## src/rtl/tmds_pkg.sv

```systemverilog
// Shared TMDS definitions: control tokens, aligner states and the word decoder.
package tmds_pkg;

    localparam logic [9:0] TOK_C00 = 10'h354;
    localparam logic [9:0] TOK_C01 = 10'h0AB;
    localparam logic [9:0] TOK_C10 = 10'h154;
    localparam logic [9:0] TOK_C11 = 10'h2AB;

    typedef enum logic [1:0] {
        SEARCH,
        SLIP,
        SETTLE,
        LOCKED
    } align_state_t;

    typedef struct packed {
        logic [7:0] data;
        logic [1:0] ctrl;
        logic       is_ctrl;
    } tmds_dec_t;

    // Control tokens yield ctrl with data=0; anything else is undone as
    // transition-minimised data (no disparity or TERC4 handling).
    function automatic tmds_dec_t tmds_decode(input logic [9:0] w);
        tmds_dec_t  r;
        logic [7:0] q;
        logic [6:0] x;
        r = '0;
        q = w[9] ? ~w[7:0] : w[7:0];
        x = q[7:1] ^ q[6:0];
        case (w)
            TOK_C00: begin r.ctrl = 2'b00; r.is_ctrl = 1'b1; end
            TOK_C01: begin r.ctrl = 2'b01; r.is_ctrl = 1'b1; end
            TOK_C10: begin r.ctrl = 2'b10; r.is_ctrl = 1'b1; end
            TOK_C11: begin r.ctrl = 2'b11; r.is_ctrl = 1'b1; end
            default: r.data = {(w[8] ? x : ~x), q[0]};
        endcase
        return r;
    endfunction

endpackage

```

## src/rtl/tmds_word_aligner.sv

```systemverilog
// Word-boundary search: counts consecutive control tokens, slips the
// deserializer on timeout, and watches for token loss once locked.
module tmds_word_aligner
    import tmds_pkg::*;
#(
    parameter int LOCK_COUNT     = 16,
    parameter int SEARCH_TIMEOUT = 4096,
    parameter int SLIP_SETTLE    = 4
) (
    input  logic i_clk,
    input  logic i_rst,
    input  logic i_is_ctrl,
    output logic o_bitslip,
    output logic o_aligned,
    output logic o_lock_nxt
);

    localparam int RW = $clog2(LOCK_COUNT) + 1;
    localparam int TW = $clog2(SEARCH_TIMEOUT) + 1;
    localparam int SW = $clog2(SLIP_SETTLE) + 1;

    localparam logic [RW-1:0] RUN_LAST    = RW'(LOCK_COUNT - 1);
    localparam logic [RW-1:0] RUN_FULL    = RW'(LOCK_COUNT);
    localparam logic [TW-1:0] TIMER_LAST  = TW'(SEARCH_TIMEOUT - 1);
    localparam logic [SW-1:0] SETTLE_LAST = SW'(SLIP_SETTLE - 1);

    align_state_t  state, state_n;
    logic [RW-1:0] run_cnt, run_n;
    logic [TW-1:0] timer, timer_n;
    logic [SW-1:0] settle_cnt, settle_n;

    // State and counter registers
    always_ff @(posedge i_clk) begin
        if (i_rst) begin
            state      <= SEARCH;
            run_cnt    <= '0;
            timer      <= '0;
            settle_cnt <= '0;
        end else begin
            state      <= state_n;
            run_cnt    <= run_n;
            timer      <= timer_n;
            settle_cnt <= settle_n;
        end
    end

    // Next state; lock is tested before timeout, and in LOCKED a token beats expiry
    always_comb begin
        state_n  = state;
        run_n    = run_cnt;
        timer_n  = timer;
        settle_n = settle_cnt;
        case (state)
            SEARCH: begin
                timer_n = (timer != TIMER_LAST) ? timer + TW'(1) : timer;
                if (i_is_ctrl)
                    run_n = (run_cnt != RUN_FULL) ? run_cnt + RW'(1) : run_cnt;
                else
                    run_n = '0;
                if (i_is_ctrl && run_cnt == RUN_LAST) begin
                    state_n = LOCKED;
                    timer_n = '0;
                end else if (timer == TIMER_LAST) begin
                    state_n = SLIP;
                end
            end
            SLIP: begin
                state_n  = SETTLE;
                settle_n = '0;
            end
            SETTLE: begin
                if (settle_cnt == SETTLE_LAST) begin
                    state_n = SEARCH;
                    run_n   = '0;
                    timer_n = '0;
                end else begin
                    settle_n = settle_cnt + SW'(1);
                end
            end
            LOCKED: begin
                if (i_is_ctrl) begin
                    timer_n = '0;
                end else if (timer == TIMER_LAST) begin
                    state_n = SEARCH;
                    run_n   = '0;
                    timer_n = '0;
                end else begin
                    timer_n = timer + TW'(1);
                end
            end
            default: state_n = SEARCH;
        endcase
    end

    assign o_bitslip  = (state == SLIP);
    assign o_aligned  = (state == LOCKED);
    assign o_lock_nxt = (state_n == LOCKED);

endmodule

```

## src/rtl/tmds_channel_decoder.sv

```systemverilog
// One TMDS channel: boundary alignment plus registered word decode.
module tmds_channel_decoder
    import tmds_pkg::*;
#(
    parameter int LOCK_COUNT     = 16,
    parameter int SEARCH_TIMEOUT = 4096,
    parameter int SLIP_SETTLE    = 4
) (
    input  logic       i_pix_clk,
    input  logic       i_rst,
    input  logic [9:0] i_tmds_word,
    output logic [7:0] o_data,
    output logic [1:0] o_ctrl,
    output logic       o_de,
    output logic       o_bitslip,
    output logic       o_aligned
);

    tmds_dec_t dec;
    logic      lock_nxt;
    logic      de_nxt;

    assign dec    = tmds_decode(i_tmds_word);
    // Gate with the post-edge alignment so o_de never outlives o_aligned.
    assign de_nxt = lock_nxt & ~dec.is_ctrl;

    tmds_word_aligner #(
        .LOCK_COUNT    (LOCK_COUNT),
        .SEARCH_TIMEOUT(SEARCH_TIMEOUT),
        .SLIP_SETTLE   (SLIP_SETTLE)
    ) u_aligner (
        .i_clk     (i_pix_clk),
        .i_rst     (i_rst),
        .i_is_ctrl (dec.is_ctrl),
        .o_bitslip (o_bitslip),
        .o_aligned (o_aligned),
        .o_lock_nxt(lock_nxt)
    );

    // Output stage; ctrl holds through data periods
    always_ff @(posedge i_pix_clk) begin
        if (i_rst) begin
            o_data <= '0;
            o_ctrl <= '0;
            o_de   <= 1'b0;
        end else begin
            o_data <= de_nxt ? dec.data : 8'h00;
            o_ctrl <= dec.is_ctrl ? dec.ctrl : o_ctrl;
            o_de   <= de_nxt;
        end
    end

endmodule

```

## config.mk

```make
export PLATFORM = sky130hd
export DESIGN_NAME = tmds_channel_decoder
export DESIGN_NICKNAME = d
export VERILOG_FILES = /design/src/rtl/tmds_pkg.sv /design/src/rtl/tmds_word_aligner.sv /design/src/rtl/tmds_channel_decoder.sv
export SDC_FILE = /design/constraint.sdc
export NUM_CORES = 1
export LEC_CHECK = 0
export BUFFER_PORTS_ARGS = -buffer_cell sky130_fd_sc_hd__buf_4
export CELL_PAD_IN_SITES_DETAIL_PLACEMENT = 0
export CELL_PAD_IN_SITES_GLOBAL_PLACEMENT = 2
export CORE_UTILIZATION = 37
export DETAILED_ROUTE_END_ITERATION = 16
export HOLD_SLACK_MARGIN = 0.03
export PLACE_DENSITY = 0.94
export SKIP_CTS_REPAIR_TIMING = 1
export SKIP_LAST_GASP = 1
export SLEW_MARGIN = 10
export SYNTH_ARGS = -nofsm -noshare
export SYNTH_HDL_FRONTEND = slang
export SYNTH_SLANG_ARGS = --single-unit
```

## constraint.sdc

```tcl
create_clock -name i_pix_clk -period 5.46 [get_ports i_pix_clk]
set_input_delay 0.819 -clock i_pix_clk [delete_from_list [all_inputs] [get_ports i_pix_clk]]
set_output_delay 0.819 -clock i_pix_clk [all_outputs]
set_load 0.02 [all_outputs]
```

-- Word-level counts from Yosys, hierarchy flattened
Index checks and enable logic that the tools add are counted.
Widths: inputs -> output; s select.
- mux-type cells: 23
- $add $sub $neg: 3
- equality and inequality tests: 19
- bitwise gates (word level): 6
- reductions and logical operators: 8
- operator list (operator ; count):
    $mux 13 ; 5
    $pmux 13 s3 ; 1
    $mux 5 ; 5
    $eq 10x10->1 const B ; 2
    $pmux 5 s3 ; 1
    $add 13x1->13 const B ; 1
    $eq 13x12->1 const B ; 1
    $ne 13x12->1 const B ; 1
    $pmux 3 s4 ; 1
    $eq 10x8->1 const B ; 1
    $eq 10x9->1 const B ; 1
    $mux 2 ; 5
    $mux 8 ; 1
    $not 8->8 ; 1
    $pmux 2 s4 ; 1
    $mux 7 ; 1
    $not 7->7 ; 1
    $xor 7x7->7 ; 1
    $eq 2x2->1 const B ; 3
    $pmux 3 s2 ; 1
    $reduce_or 6->1 ; 1
    $add 5x1->5 const B ; 1
    $eq 5x4->1 const B ; 1
    $ne 5x5->1 const B ; 1
    17 further kinds ; 20
- output and inout port bits: 13
- register bits: 34

-- Depth between registers and ports, before layout
- word-level depth: 9
- mapped depth: 9
- depth with buffers taken out: 8

-- Modules after synthesis
Synthesis repeated with hierarchy kept, for this count alone.
- cells, all modules: 221
- area, all modules: 1890.6 um^2
- modules (own cells, without submodules) (module ; cells each ; area each (um^2) ; instances):
    tmds_word_aligner ; 172 ; 1392.6 ; 1
    tmds_channel_decoder ; 49 ; 498.0 ; 1

-- Worst setup path after synthesis
Ideal clock, no wire load.
- path type: input port to flip-flop
- start point: input i_tmds_word[8]
- end point: register u_aligner.timer[10]
- data arrival time: 2.252 ns
- stages: 7
- path slack: 3.146 ns
- data required time: 5.397 ns
- path buffers: 2
- path through: buf_2 and3b_1 and3_1 clkbuf_1 o41ai_1 nand4_1 nand3_1
- cells in the longest elaborated chain, start to end: 5
- ends and longest elaborated chain (element ; line ; text):
    start: declaration ; tmds_channel_decoder.sv:11 ; input logic [9:0] i_tmds_word,
    $eq 10x10->1, or another cell as far along ; tmds_pkg.sv:31 ; case (w)
    $pmux 3 s4 (*) ; tmds_pkg.sv:31 ;
    $logic_and 1x1->1 ; tmds_word_aligner.sv:60 ; if (i_is_ctrl && run_cnt == RUN_LAST) begin
    $ne 3x1->1 (no line) or $mux 13 (tied branches) ; n/a ;
    $reduce_and 3->1 (no line) or $pmux 13 s3 (tied branches) ; n/a ;
    end signal: assignment ; tmds_word_aligner.sv:42 ; timer <= timer_n;
    end: declaration ; tmds_word_aligner.sv:29 ; logic [TW-1:0] timer, timer_n;
Mark *: on every way between the ends. The rest lies on a longest branch, timed or not.
A chain may end at the register's enable or synchronous reset.

-- Worst setup path after layout
- start point: register u_aligner.timer[0]
- end point: register u_aligner.timer[12]
- cells in the longest elaborated chain, start to end: 4
- ends and longest elaborated chain (element ; line ; text):
    $add 13x1->13 or $eq 13x12->1 (tied branches) ; tmds_word_aligner.sv:55, tmds_word_aligner.sv:88, tmds_word_aligner.sv:83 ;
    $mux 13 (on tied branches) ; tmds_word_aligner.sv:83, tmds_word_aligner.sv:55 ;
    $mux 13 (on tied branches) ; tmds_word_aligner.sv:81, tmds_word_aligner.sv:60 ;
    $pmux 13 s3 ; tmds_word_aligner.sv:53 ; case (state)
Parallel ways exist; a longest one is shown, timed or not. The select of a mux whose other input is x is not followed.

==> results by group <==
Run status
  • Outcome: complete, no violations

Logic synthesis
  • Post-Syn Area per Cell: 8.56 um^2
  • Top cell type's share of synthesized area: 35.7%
  • Top cells by count, synth: dfxtp_1, nor2_1, inv_1, a21oi_1, ha_1
  • Mapped Cells: 223
  • Count leader, synth: dfxtp_1
  • Synth area leaders: dfxtp_1, ha_1, xnor2_1
  • Syn_nets: 249
  • Number of warnings issued by yosys: 0
  • Post-synthesis sequential area ratio: 35.7%
  • EDFF count, synth: 0
  • Post-synthesis register bit count: 34
  • Mapped cell area: 1910 um^2
  • Ys async rst share: 0%
  • Post-synth top flop: dfxtp_1
  • Synth unique cells: 52
  • Cell taking the most area after synthesis: dfxtp_1

Power and ir drop
  • Power per cell area: 213 nW/um^2
  • IR drop worst, VDD: 0.000123 V
  • Leakage: 0.886 nW
  • Tot Pwr: 0.000472 W

Timing
  • Clock Skews: 0.00350 ns
  • Relative slew slack: 40.1%
  • Setup-failing EPs final: 0
  • Worst slew pin tran: 0.891 ns
  • Max Slew Vio Count: 0
  • Min Tclk post-route: 2.73 ns
  • Final TNS setup: 0 ns
  • Tcrit/Tclk final: 50.0%
  • Unrepaired setup endpoints after global routing: false
  • Final Hold Vio Count: 0
  • Max frequency: 367 MHz

Route
  • Routed via count: 1628
  • DRC viols: 0
  • Pre-Repair DR Iteration Count: 4
  • WL final: 3980 um
  • Routed Antenna Nets: 0
  • Vias per cell: 5.20
  • Routed wire per std cell: 12.7 um
  • DR iter-0 viols: 93

Placed design
  • GPL Wtd Cong: 0.731
  • Count of input and output buffers: 24
  • DP HPWL: 2910 um
  • Dpl cells: 307
  • Post-place instance area: 2140 um^2

Floorplanning
  • Std-Cell Rows: 25
  • Die ar.: 5450 um^2
  • Initial Util: 39.4%
  • DIE WIDTH: 73.8 um
  • Ports: 25
  • Core ar.: 4850 um^2
  • Die Y-Extent: 73.8 um

Setup path
  • Cells on worst reg2reg path: 6
  • Crit Path Class: reg2reg
  • WP data required: 5.60 ns
  • CP Max Fanout: 11
  • Setup crit end kind: register
  • Startpoint Class: register
  • Worst EP arrival: 2.86 ns

Final layout
  • Fillers: 485
  • Fin cells: 313
  • Nets@finish: 273
  • Layout area overhead: 16.3%
  • Util after Layout: 45.8%
  • Layout cells sized above 1: 15.0%
  • ANT cells: 0
  • Fin area: 2220 um^2

Hold path
  • WHS Path Cells: 2
  • Worst Hold Class: reg2reg

Clocking
  • H-tree depth: 2
  • Worst skew pair latency: 0.28 ns
  • Root cell of the clock tree: clkbuf_8
  • Clock tree sinks: 34
  • Clock slew at the register clock pins of the worst setup and hold paths: 0.07 ns
  • Total CTS buffers: 5
  • Bufs on Longest Clock Path: 2
  • CTS tree: yes

Flow run
  • Number of max-cap violations: 0

Global route
  • Met2 GRT Util: 23.9%
  • Initial antenna violation count: 0
  • First-pass GRT wire length: 6520 um
  • Vias in the first global route: 1453
  • GRT Total Usage: 15.6%
  • Grt peak-use layer: met2
  • Met3 Track Usage GR: 3.84%
  • Largest net degree at the start of global routing: 18
  • Met1 GRT Util: 21.1%
  • Grt total ovfl: 0
[worst paths after layout]
check	startpoint	end	slack (ns)
worst max-delay path	u_aligner.timer[0]	u_aligner.timer[12]	2.73
worst min-delay path	u_aligner.timer[12]	u_aligner.timer[12]	0.44
worst min register to register	u_aligner.timer[12]	u_aligner.timer[12]	0.44
worst max register to register	u_aligner.timer[0]	u_aligner.timer[12]	2.73
[state kept, by name, indices dropped and copies added, names as in the netlist]
signal,flops
o_de,1
o_ctrl,2
u_aligner.run_cnt,5
u_aligner.timer,13
o_data,8
u_aligner.state,2
u_aligner.settle_cnt,3
[layer usage]
metal	vias to the layer above	wire, um	share of wire (%)
li1	853	-	-
met1	724	1940	49
met2	44	1730	43
met3	7	242	6.1
met4	0	61	1.5
met5	-	0	0
[placed cells by master (no fill, tap or decap), types with 2 or more instances in the layout]
cell,n
a22oi_1,4
nand3_1,12
or3_1,5
nand2b_1,2
ha_1,14
or4_1,3
xnor2_1,11
and3_1,7
nor3_1,2
clkbuf_8,6
inv_1,17
dfxtp_1,34
buf_4,24
a311oi_1,3
a41oi_1,2
nand2_1,11
nor2_1,25
a21oi_1,15
xor2_1,3
or2_2,2
a22o_1,2
mux2i_1,2
o31ai_1,4
nand4_1,4
o21ai_0,6
[kinds of logic after synthesis]
kind of cell,after synthesis,share of synthesized area (%)
xor gates and xnor gates,14,6.43
adders and majority gates,14,9.18
muxes,3,1.64
AOI/OAI and AO/OA,51,19.2
and+or+nand+nor,82,22.4
buffers and inverters,25,5.44
DFF,34,35.7
[critical path, stage by stage, from the launching register on]
cell and delay, ns:
dfxtp_1 0.40, ha_1 0.24, nand4_1 0.18, nor4_1 0.77, nor3_1 0.18, o21ai_1 0.69
nor2_1 0.12
[area by class of cell]
type / instances / area [um^2] / share of cell area [%]
inverters: 18 / 67.6 / 3.05
well taps: 67 / 83.8 / 3.78
flip-flops and latches: 34 / 681 / 30.7
multi-input cells: 164 / 1120 / 50.6
clock buffers: 6 / 82.6 / 3.72
repair buffers: 24 / 180 / 8.12
[where the power goes]
group	leakage [nW]	internal (W)	switching [W]	total [W]
Clock	0.0431	0.0000973	0.0000877	0.000185
Combinational	0.568	0.0000178	0.0000177	0.0000355
Sequential	0.274	0.000250	0.00000218	0.000252
Total	0.886	0.000365	0.000108	0.000472
[per-stage QoR]
| stage | hold WS [ns] | worst slack (ns) |
|---|---|---|
| after global routing | 0.466 | 2.49 |
| after CTS | 0.441 | 2.76 |
| final | 0.442 | 2.73 |
| after global placement | 0.416 | 2.75 |
| after floorplan | 0.405 | 3.15 |
| after detailed placement | 0.431 | 2.71 |
No activity file was read; power rests on OpenSTA's default activity.
